[src/rtl/gpa_spi_engine.sv]
// gpa_spi_engine: command-driven SPI master for a multi-channel DAC with
// optional ADC readback over the same SPI clock and data-out lines.
// Optional feature: define GPA_SPI_READBACK_EN to enable ADC readback
// commands; when it is undefined, ADC commands are rejected with err_o.
// Handshake: a command transfers on a rising clk edge where valid_i and
// ready_o are both 1. ready_o is 1 only in IDLE, and only once reset is released.
module gpa_spi_engine #(
  parameter int N_CH   = 4,
  parameter int DATA_W = 16,
  parameter int DIV_W  = 6
) (
  input  logic              clk,
  input  logic              rst_n,
  input  logic [31:0]       data_i,
  input  logic              valid_i,
  output logic              ready_o,
  input  logic [DIV_W-1:0]  spi_clk_div_i,
  output logic              spi_clk_o,
  output logic              spi_sdo_o,
  output logic              spi_csn_o,
  output logic              adc_csn_o,
  input  logic              spi_sdi_i,
  output logic [DATA_W-1:0] adc_value_o,
  output logic              adc_valid_o,
  output logic              busy_o,
  output logic              err_o,
  output logic [2:0]        state_o
);

  localparam int FRAME_W = DATA_W + 8;
  localparam int SR_W    = 2 * DATA_W;
  localparam int BIT_W   = $clog2(SR_W);
  localparam logic [23:0]     SYNC24  = 24'h020000;
  localparam logic [SR_W-1:0] SYNC_SR = SR_W'(SYNC24[23 -: FRAME_W]) << (SR_W - FRAME_W);

  typedef enum logic [2:0] {
    S_IDLE  = 3'd0,
    S_LOAD  = 3'd1,
    S_SHIFT = 3'd2,
    S_GAP   = 3'd3,
    S_DONE  = 3'd4
  } state_e;

  state_e           state_q, state_d;
  logic             init_q, init_d;
  logic             err_q, err_d;
  logic             adc_q, adc_d;
  logic             cur_adc_q, cur_adc_d;
  logic             pend_q, pend_d;
  logic [DIV_W-1:0] div_q, div_d;
  logic [DIV_W-1:0] cnt_q, cnt_d;
  logic [BIT_W-1:0] bit_q, bit_d;
  logic [SR_W-1:0]  sr_q, sr_d;
  logic [SR_W-1:0]  load_sr_q, load_sr_d;
  logic [15:0]      shadow_q, shadow_d;
`ifdef GPA_SPI_READBACK_EN
  logic [DATA_W-1:0] cap_q, cap_d;
  logic [DATA_W-1:0] adv_q, adv_d;
`endif

  // Command decode, evaluated only while a command is being accepted
  logic             is_adc, bcast, bad_ch, cmd_bad;
  logic [3:0]       ch, addr;
  logic [15:0]      payload16;
  logic [23:0]      frame24;
  logic [SR_W-1:0]  cmd_sr;
  logic [DIV_W-1:0] div_lat;
  logic [DIV_W:0]   half;
  logic             sample_pt;
  logic [BIT_W-1:0] last_bit;

  // Decode the command word and bit-period timing helpers
  always_comb begin
    is_adc    = data_i[30];
    bcast     = data_i[24];
    ch        = data_i[28:25];
    payload16 = 16'(data_i[DATA_W-1:0]) << (16 - DATA_W);
    if (bcast)         addr = 4'h6;
    else if (N_CH > 8) addr = ch;
    else               addr = {1'b1, ch[2:0]};
    frame24 = {4'h0, addr, payload16};
    bad_ch  = !bcast && ({1'b0, ch} >= 5'(N_CH));
`ifdef GPA_SPI_READBACK_EN
    cmd_bad = !is_adc && bad_ch;
`else
    cmd_bad = is_adc || bad_ch;
`endif
    cmd_sr    = is_adc ? (SR_W'(data_i[DATA_W-1:0]) << DATA_W)
                       : (SR_W'(frame24[23 -: FRAME_W]) << (SR_W - FRAME_W));
    div_lat   = (spi_clk_div_i == '0) ? DIV_W'(1) : spi_clk_div_i;
    half      = ({1'b0, div_q} + (DIV_W+1)'(1)) >> 1;
    sample_pt = ({1'b0, cnt_q} == half - (DIV_W+1)'(1));
    last_bit  = cur_adc_q ? BIT_W'(SR_W - 1) : BIT_W'(FRAME_W - 1);
  end

  // Next-state logic: IDLE -> LOAD -> SHIFT -> GAP -> (LOAD | DONE) -> IDLE
  always_comb begin
    state_d   = state_q;
    init_d    = 1'b1;
    err_d     = 1'b0;
    adc_d     = adc_q;
    cur_adc_d = cur_adc_q;
    pend_d    = pend_q;
    div_d     = div_q;
    cnt_d     = cnt_q;
    bit_d     = bit_q;
    sr_d      = sr_q;
    load_sr_d = load_sr_q;
    shadow_d  = shadow_q;
`ifdef GPA_SPI_READBACK_EN
    cap_d     = cap_q;
    adv_d     = adv_q;
`endif
    case (state_q)
      S_IDLE: begin
        if (valid_i && ready_o) begin
          if (cmd_bad) begin
            err_d = 1'b1;
          end else begin
            state_d   = S_LOAD;
            adc_d     = is_adc;
            load_sr_d = cmd_sr;
            div_d     = div_lat;
            cnt_d     = '0;
          end
        end
      end
      S_LOAD: begin
        state_d = S_SHIFT;
        cnt_d   = '0;
        bit_d   = '0;
        // The DAC needs one sync-register clear after reset before data frames
        if (shadow_q != 16'h0000) begin
          sr_d      = SYNC_SR;
          cur_adc_d = 1'b0;
          pend_d    = 1'b1;
          shadow_d  = 16'h0000;
        end else begin
          sr_d      = load_sr_q;
          cur_adc_d = adc_q;
          pend_d    = 1'b0;
        end
      end
      S_SHIFT: begin
`ifdef GPA_SPI_READBACK_EN
        if (cur_adc_q && (bit_q >= BIT_W'(DATA_W)) && sample_pt)
          cap_d = {cap_q[DATA_W-2:0], spi_sdi_i};
`endif
        if (cnt_q == div_q) begin
          cnt_d = '0;
          if (bit_q == last_bit) begin
            state_d = S_GAP;
          end else begin
            bit_d = bit_q + BIT_W'(1);
            sr_d  = sr_q << 1;
          end
        end else begin
          cnt_d = cnt_q + DIV_W'(1);
        end
      end
      S_GAP: begin
        if (cnt_q == div_q) begin
          cnt_d   = '0;
          state_d = pend_q ? S_LOAD : S_DONE;
`ifdef GPA_SPI_READBACK_EN
          if (!pend_q && adc_q) adv_d = cap_q;
`endif
        end else begin
          cnt_d = cnt_q + DIV_W'(1);
        end
      end
      S_DONE:  state_d = S_IDLE;
      default: state_d = S_IDLE;
    endcase
  end

  // State register; reset aborts any frame and re-arms the sync frame
  always_ff @(posedge clk or negedge rst_n) begin
    if (!rst_n) begin
      state_q   <= S_IDLE;
      init_q    <= 1'b0;
      err_q     <= 1'b0;
      adc_q     <= 1'b0;
      cur_adc_q <= 1'b0;
      pend_q    <= 1'b0;
      div_q     <= '0;
      cnt_q     <= '0;
      bit_q     <= '0;
      sr_q      <= '0;
      load_sr_q <= '0;
      shadow_q  <= 16'hFF00;
`ifdef GPA_SPI_READBACK_EN
      cap_q     <= '0;
      adv_q     <= '0;
`endif
    end else begin
      state_q   <= state_d;
      init_q    <= init_d;
      err_q     <= err_d;
      adc_q     <= adc_d;
      cur_adc_q <= cur_adc_d;
      pend_q    <= pend_d;
      div_q     <= div_d;
      cnt_q     <= cnt_d;
      bit_q     <= bit_d;
      sr_q      <= sr_d;
      load_sr_q <= load_sr_d;
      shadow_q  <= shadow_d;
`ifdef GPA_SPI_READBACK_EN
      cap_q     <= cap_d;
      adv_q     <= adv_d;
`endif
    end
  end

  assign spi_clk_o = (state_q == S_SHIFT) && ({1'b0, cnt_q} < half);
  assign spi_sdo_o = (state_q == S_SHIFT) && sr_q[SR_W-1];
  assign spi_csn_o = !((state_q == S_SHIFT) && !cur_adc_q);
  assign ready_o   = init_q && (state_q == S_IDLE);
  assign busy_o    = (state_q != S_IDLE);
  assign err_o     = err_q;
  assign state_o   = state_q;
`ifdef GPA_SPI_READBACK_EN
  assign adc_csn_o   = !((state_q == S_SHIFT) && cur_adc_q);
  assign adc_valid_o = (state_q == S_DONE) && adc_q;
  assign adc_value_o = adv_q;
  logic unused_ok;
  assign unused_ok = ^{data_i[31], data_i[29], data_i[23:DATA_W], ch[3]};
`else
  assign adc_csn_o   = 1'b1;
  assign adc_valid_o = 1'b0;
  assign adc_value_o = '0;
  logic unused_ok;
  assign unused_ok = ^{data_i[31], data_i[29], data_i[23:DATA_W], ch[3], spi_sdi_i};
`endif

endmodule

[config.mk]
export PLATFORM = sky130hd
export DESIGN_NAME = gpa_spi_engine
export DESIGN_NICKNAME = d
export VERILOG_FILES = /design/src/rtl/gpa_spi_engine.sv
export SDC_FILE = /design/constraint.sdc
export NUM_CORES = 1
export LEC_CHECK = 0
export CORE_MARGIN = 8
export CORE_UTILIZATION = 57
export DETAILED_ROUTE_END_ITERATION = 8
export PLACE_DENSITY_LB_ADDON = 0.25
export SLEW_MARGIN = 20
export SYNTH_ARGS = -nofsm -noshare
export SYNTH_HDL_FRONTEND = slang
export SYNTH_SLANG_ARGS = --single-unit
[constraint.sdc]
create_clock -name clk -period 5.8 [get_ports clk]
set_input_delay 1.16 -clock clk [delete_from_list [all_inputs] [get_ports clk]]
set_output_delay 1.16 -clock clk [all_outputs]
set_load 0.03 [all_outputs]
==> results of run 1 <==
==> metrics by stage <==
stage / hold slack [ns] / instances / util / setup slack, ns / area (um^2)
finish: 0.4799 / 479 / 0.6596 / 1.800 / 4407
global route: 0.4968 / 479 / 0.6596 / 1.639 / 4407
floorplan: 0.4324 / 376 / - / 2.840 / 3913
CTS: 0.4772 / 479 / 0.6596 / 1.800 / 4407
global placement: 0.4515 / 464 / 0.6283 / 2.229 / 4198
detailed placement: 0.4597 / 464 / 0.6283 / 2.194 / 4198
==> cell type report <==
cell class / count / area (um^2) / area share
Sequential cell: 74 / 1853 / 0.4205
Multi-Input combinational cell: 262 / 1814 / 0.4117
Timing Repair Buffer: 42 / 407.9 / 0.09256
Clock buffer: 11 / 131.4 / 0.02981
Tap cell: 80 / 100.1 / 0.02271
Clock inverter: 4 / 77.57 / 0.01760
Inverter: 6 / 22.52 / 0.005111
==> cell usage after synthesis (all sizes together) (3+ instances only) <==
cell	count	area [um^2]
clkbuf	7	26.28
nand3	8	40.04
a21oi	11	55.05
nand2b	22	137.6
nor2	9	33.78
inv	6	22.52
xnor2	8	70.07
and2	4	25.02
o22ai	3	18.77
mux2	43	484.2
dfrtp	73	1827
nand4	3	18.77
nor2b	9	56.30
a22o	3	26.28
nand2	34	127.6
mux2i	3	30.03
nor3	8	45.04
ha	8	100.1
xor2	5	43.79
o21ai	29	145.1
and3	4	25.02
buf	27	202.7
==> power by group <==
group          internal (mW)  switching, mW
sequential             0.696          0.147
clock                  0.242          0.184
combinational          0.413          0.487
total                   1.35          0.818
==> state kept, by name (all words and copies together), names as in the netlist <==
name       count
sr_q          24
init_q         1
pend_q         1
shadow_q       1
div_q          6
cnt_q          6
state_o        3
adc_q          1
load_sr_q     24
cur_adc_q      1
bit_q          5
err_o          1
==> final timing paths <==
| check | to | slack, ns | cells after the start |
|---|---|---|---|
| hold reg to reg | state_o[2]$_DFFE_PN0P_ | 0.48 | 1 |
| max in group asynchronous | sr_q[27]$_DFFE_PN0P_ | 4.16 | 2 |
| setup / recovery | spi_clk_o | 1.80 | 8 |
| min in group asynchronous | init_q$_DFF_PN0_ | 1.03 | 2 |
| setup reg to reg | sr_q[29]$_DFFE_PN0P_ | 3.38 | 5 |
| hold / removal | state_o[2]$_DFFE_PN0P_ | 0.48 | 1 |
==> cells by family after synthesis <==
| logic type | count (synthesis) | share of synthesized area |
|---|---|---|
| mux | 46 | 0.1336 |
| xor+xnor | 13 | 0.02958 |
| flops | 74 | 0.4815 |
| simple gates | 114 | 0.1619 |
| other cells | 2 | 0.001951 |
| compound gates | 62 | 0.1001 |
| buf+inv | 40 | 0.06534 |
| fa+ha+maj | 8 | 0.02601 |
==> layer usage <==
layer,routed length [um],track usage,up-vias,share of wire
li1,-,-,1279,-
met1,3250,0.1911,1296,0.44
met2,3682,0.2792,61,0.50
met3,340,0.03698,13,0.046
met4,113,0.07202,0,0.015
met5,0,0,-,0
==> metrics.txt, run 1 <==
Max Cap Violations 0; H-tree levels 3; fillers 562; Crit path arrival time 2.84 ns; min Tclk post-route 4.000 ns; postcts setup bufs 0; crit-path max cell delay 0.67 ns; via count 2,649; FF-to-FF Start state_o[1]$_DFFE_PN0P_; period utilization 0.6897; synthesized area per cell 10.72 um^2; Worst Path Required 4.64 ns; Final ANT Viol Nets 0; number of enable flip-flop cells after synthesis 0; post-DR wirelength/cell 15.42 um; Leak 2.001 nW; CP max stage cell clkdlybuf4s50_1; maximum VDD drop 0.2232 mV; CP max FO 6; critical-path cell list and3_1 -> nand3_1 -> xor2_1 -> ha_1 -> a21o_1 -> a211oi_1 -> o21a_1 -> clkdlybuf4s50_1; DRT iter0 DRCs 99; Cells after Synth 359; CTS root buffer clkbuf_8; CTS Hold Bufs 0; Placer Congestion 0.7905; post-synthesis sequential area ratio 0.4815; RSZ-0062 raised after global routing false; Die Width 98.17 um; Final Routed Wirelength 7.387 mm; Post-DP HPWL 4.895 mm; distinct cell type count after synthesis 52; pin count of the biggest net entering global routing 75; post-CTS sizing 0; worst skew pair latency 0.34 ns; Slew Limit Headroom 0.3811; worst min path class flop to flop; Top FF cell, synth dfrtp_1; Buffers on Ports 39; crit path buf inv count 1; Layout Skew 0.009184 ns; Initial Util 0.5760; Core ar. 6681 um^2; Post-Syn Area 3849 um^2; most frequent cells in the layout 73 x dfrtp_1, 43 x mux2_2, 38 x clkdlybuf4s50_1; number of global-route vias before repair 2,794; clock buffer depth 2; Least-Margin Pin Slew 0.9284 ns; number of diodes 0; CTS clk-pin slew, worst paths 0.07 ns; Critical Path Source Type flop; first-pass GRT wire length 13.01 mm; fmax 250.0 MHz; CP top delay family buffers and inverters; vias per inst 5.530; Slew Viols, Final 0; DR pass1 iterations 5; ys async rst share 1.000; Final #Nets 445; Clock Sinks 74; I/O Pins 69; die area 9637 um^2; final setup violation count 0; outcome completed; initial antenna violation count 0; gr ovfl total 0; TritonCTS clock tree done; Die Span Y 98.17 um; TritonCTS buffer count 9; Post-route DRC 0; area grow syn2layout 14.50%; gr usage total 0.1631; final hold vios 0; kind of critical path flop to output port; Setup TNS 0 ns; crit path from div_q[2]$_DFFE_PN0P_; Worst setup EP type output port; Rows 30; Seq cells post-synth 74; fraction of layout cells with a size suffix above 1 0.1729; yosys synthesis warning count 0; min-delay src pend_q$_DFFE_PN0N_; commonest non-fill, non-tap cell in the layout dfrtp_1; Total Power 2.169 mW; Pwr per Cell Area 492.3 nW/um^2
Power figures use the tool's default switching activity.
==> inputs of run 2 (changes only) <==
--- a/config.mk
+++ b/config.mk
@@ -6,7 +6,7 @@
 export NUM_CORES = 1
 export LEC_CHECK = 0
 export CORE_MARGIN = 8
-export CORE_UTILIZATION = 57
+export CORE_UTILIZATION = 48
 export DETAILED_ROUTE_END_ITERATION = 8
 export PLACE_DENSITY_LB_ADDON = 0.25
 export SLEW_MARGIN = 20
==> constraint.sdc (replaced) <==
create_clock -name clk -period 3.5 [get_ports clk]
set_input_delay 0.7 -clock clk [delete_from_list [all_inputs] [get_ports clk]]
set_output_delay 0.7 -clock clk [all_outputs]
set_load 0.03 [all_outputs]
==> run 2 against run 1 <==
  * Power rose by 73%
  * Die area rose by 16%
  * Clock skew rose by 0.0011 ns
  * Combinational power rose by 63%
  * Clock-buffer cell count fell by 2
  * Utilization fell by 7.9 points
  * Setup slack got worse by 1.4 ns
  * Clock power rose by 110%
  * Cell count rose by 5.0%
  * Critical endpoint unchanged
  * Highest routed layer unchanged
==> metrics.txt, run 2 (synthesized netlist as in run 1, its figures left out) <==
vias per inst 5.153; kind of critical path flop to output port; initial antenna violation count 0; worst min path class input port to asynchronous set/reset pin; Worst setup EP type output port; worst skew pair latency 0.35 ns; multi-input logic area 1814 um^2; Finished Layout Cells 503; first-pass GRT wire length 12.81 mm; Sequential Area 1853 um^2; CTS root buffer clkbuf_8; Buffers on Ports 39; DP Area 4233 um^2; final core occ 0.5804; Final #Nets 446; Initial Util 0.4955; Max Cap Violations 0; final setup violation count 0; worst hold slack 0.3052 ns; die area 11,140 um^2; Slew Limit Headroom 0.4276; Total Power 3.758 mW; CP top delay family compound AO/OA/AOI/OAI gates; clock buffer depth 2; commonest non-fill, non-tap cell in the layout dfrtp_1; fraction of layout cells with a size suffix above 1 0.1820; Die Span Y 105.5 um; Leak 2.047 nW; outcome completed; DP Worst Slack 0.3903 ns; Rows 32; Pwr per Cell Area 833.5 nW/um^2; DRT iter0 DRCs 85; Final ANT Viol Nets 0; CTS Hold Bufs 0; fmax 325.1 MHz; Final Routed Wirelength 7.277 mm; Setup TNS 0 ns; gr ovfl total 0; post-DR wirelength/cell 14.47 um; Placer Congestion 0.7935; number of diodes 0; via count 2,592; Post-route DRC 0; Critical Path Source Type flop; RSZ-0062 raised after global routing false; Worst Path Required 2.80 ns; DR pass1 iterations 4; H-tree levels 3; Core ar. 7767 um^2; Die Width 105.5 um; maximum VDD drop 0.3763 mV; final setup margin 0.4238 ns; critical-path cell list and3_1 -> nand3_1 -> xor2_1 -> ha_1 -> a21o_1 -> a211oi_1 -> o21a_1 -> dlymetal6s2s_1; CTS clk-pin slew, worst paths 0.09 ns; min Tclk post-route 3.076 ns; most frequent cells in the layout 73 x dfrtp_1, 43 x mux2_2, 37 x clkdlybuf4s50_1; Layout Skew 0.01033 ns; gr usage total 0.1395; Least-Margin Pin Slew 0.8585 ns; Slew Viols, Final 0; pin count of the biggest net entering global routing 37; final hold vios 0; Crit path arrival time 2.38 ns; crit path buf inv count 1; CP max FO 6; TritonCTS clock tree done; TritonCTS buffer count 9; area grow syn2layout 17.13%; dpl cells 487; Post-DP HPWL 5.052 mm; period utilization 0.8789; fillers 671; crit-path max cell delay 0.46 ns; number of global-route vias before repair 2,676; CP max stage cell dfrtp_1; biggest regs load_sr_q (24), sr_q (24); Clock Sinks 74; I/O Pins 69; post-route cell area 4508 um^2
==> run 2: what timing repair did <==
item | in CTS | in global routing
setup endpoints to repair | 0 | 1
gates resized for setup | 0 | 1
hold endpoints to repair | 0 | 0
setup buffers | 0 | 0
==> run 2: path summary, 6_finish.rpt <==
| path | slack [ns] | start | endpoint | cells past startpoint |
|---|---|---|---|---|
| max | 0.42 | div_q[2]$_DFFE_PN0P_ | spi_clk_o | 8 |
| min | 0.31 | rst_n | err_o$_DFF_PN0_ | 1 |
| max reg2reg | 1.18 | state_o[1]$_DFFE_PN0P_ | sr_q[13]$_DFFE_PN0P_ | 4 |
| min reg2reg | 0.46 | pend_q$_DFFE_PN0N_ | state_o[2]$_DFFE_PN0P_ | 1 |
| max in group asynchronous | 2.39 | rst_n | sr_q[27]$_DFFE_PN0P_ | 2 |
| min in group clk | 0.46 | pend_q$_DFFE_PN0N_ | state_o[2]$_DFFE_PN0P_ | 1 |
==> run 2: per-layer routing <==
| metal | track usage | vias to the layer above | wire length (um) |
|---|---|---|---|
| met3 | 0.04689 | 10 | 337 |
| met1 | 0.1627 | 1253 | 3262 |
| met4 | 0.04121 | 0 | 89 |
| met5 | 0 | - | 0 |
| li1 | - | 1284 | - |
| met2 | 0.2383 | 45 | 3588 |
==> run 2: area by class of cell <==
cell class,instances,area share
flip-flops and latches,74,0.4110
multi-input cells,262,0.4024
repair buffers,43,0.09270
clock inverters,7,0.03303
well taps,102,0.02831
clock buffers,9,0.02748
inverters,6,0.004996
==> run 2: power breakdown <==
| part | switching [mW] | internal [mW] |
|---|---|---|
| logic | 0.793 | 0.682 |
| registers | 0.241 | 1.15 |
| clock network | 0.334 | 0.554 |
| total | 1.37 | 2.39 |
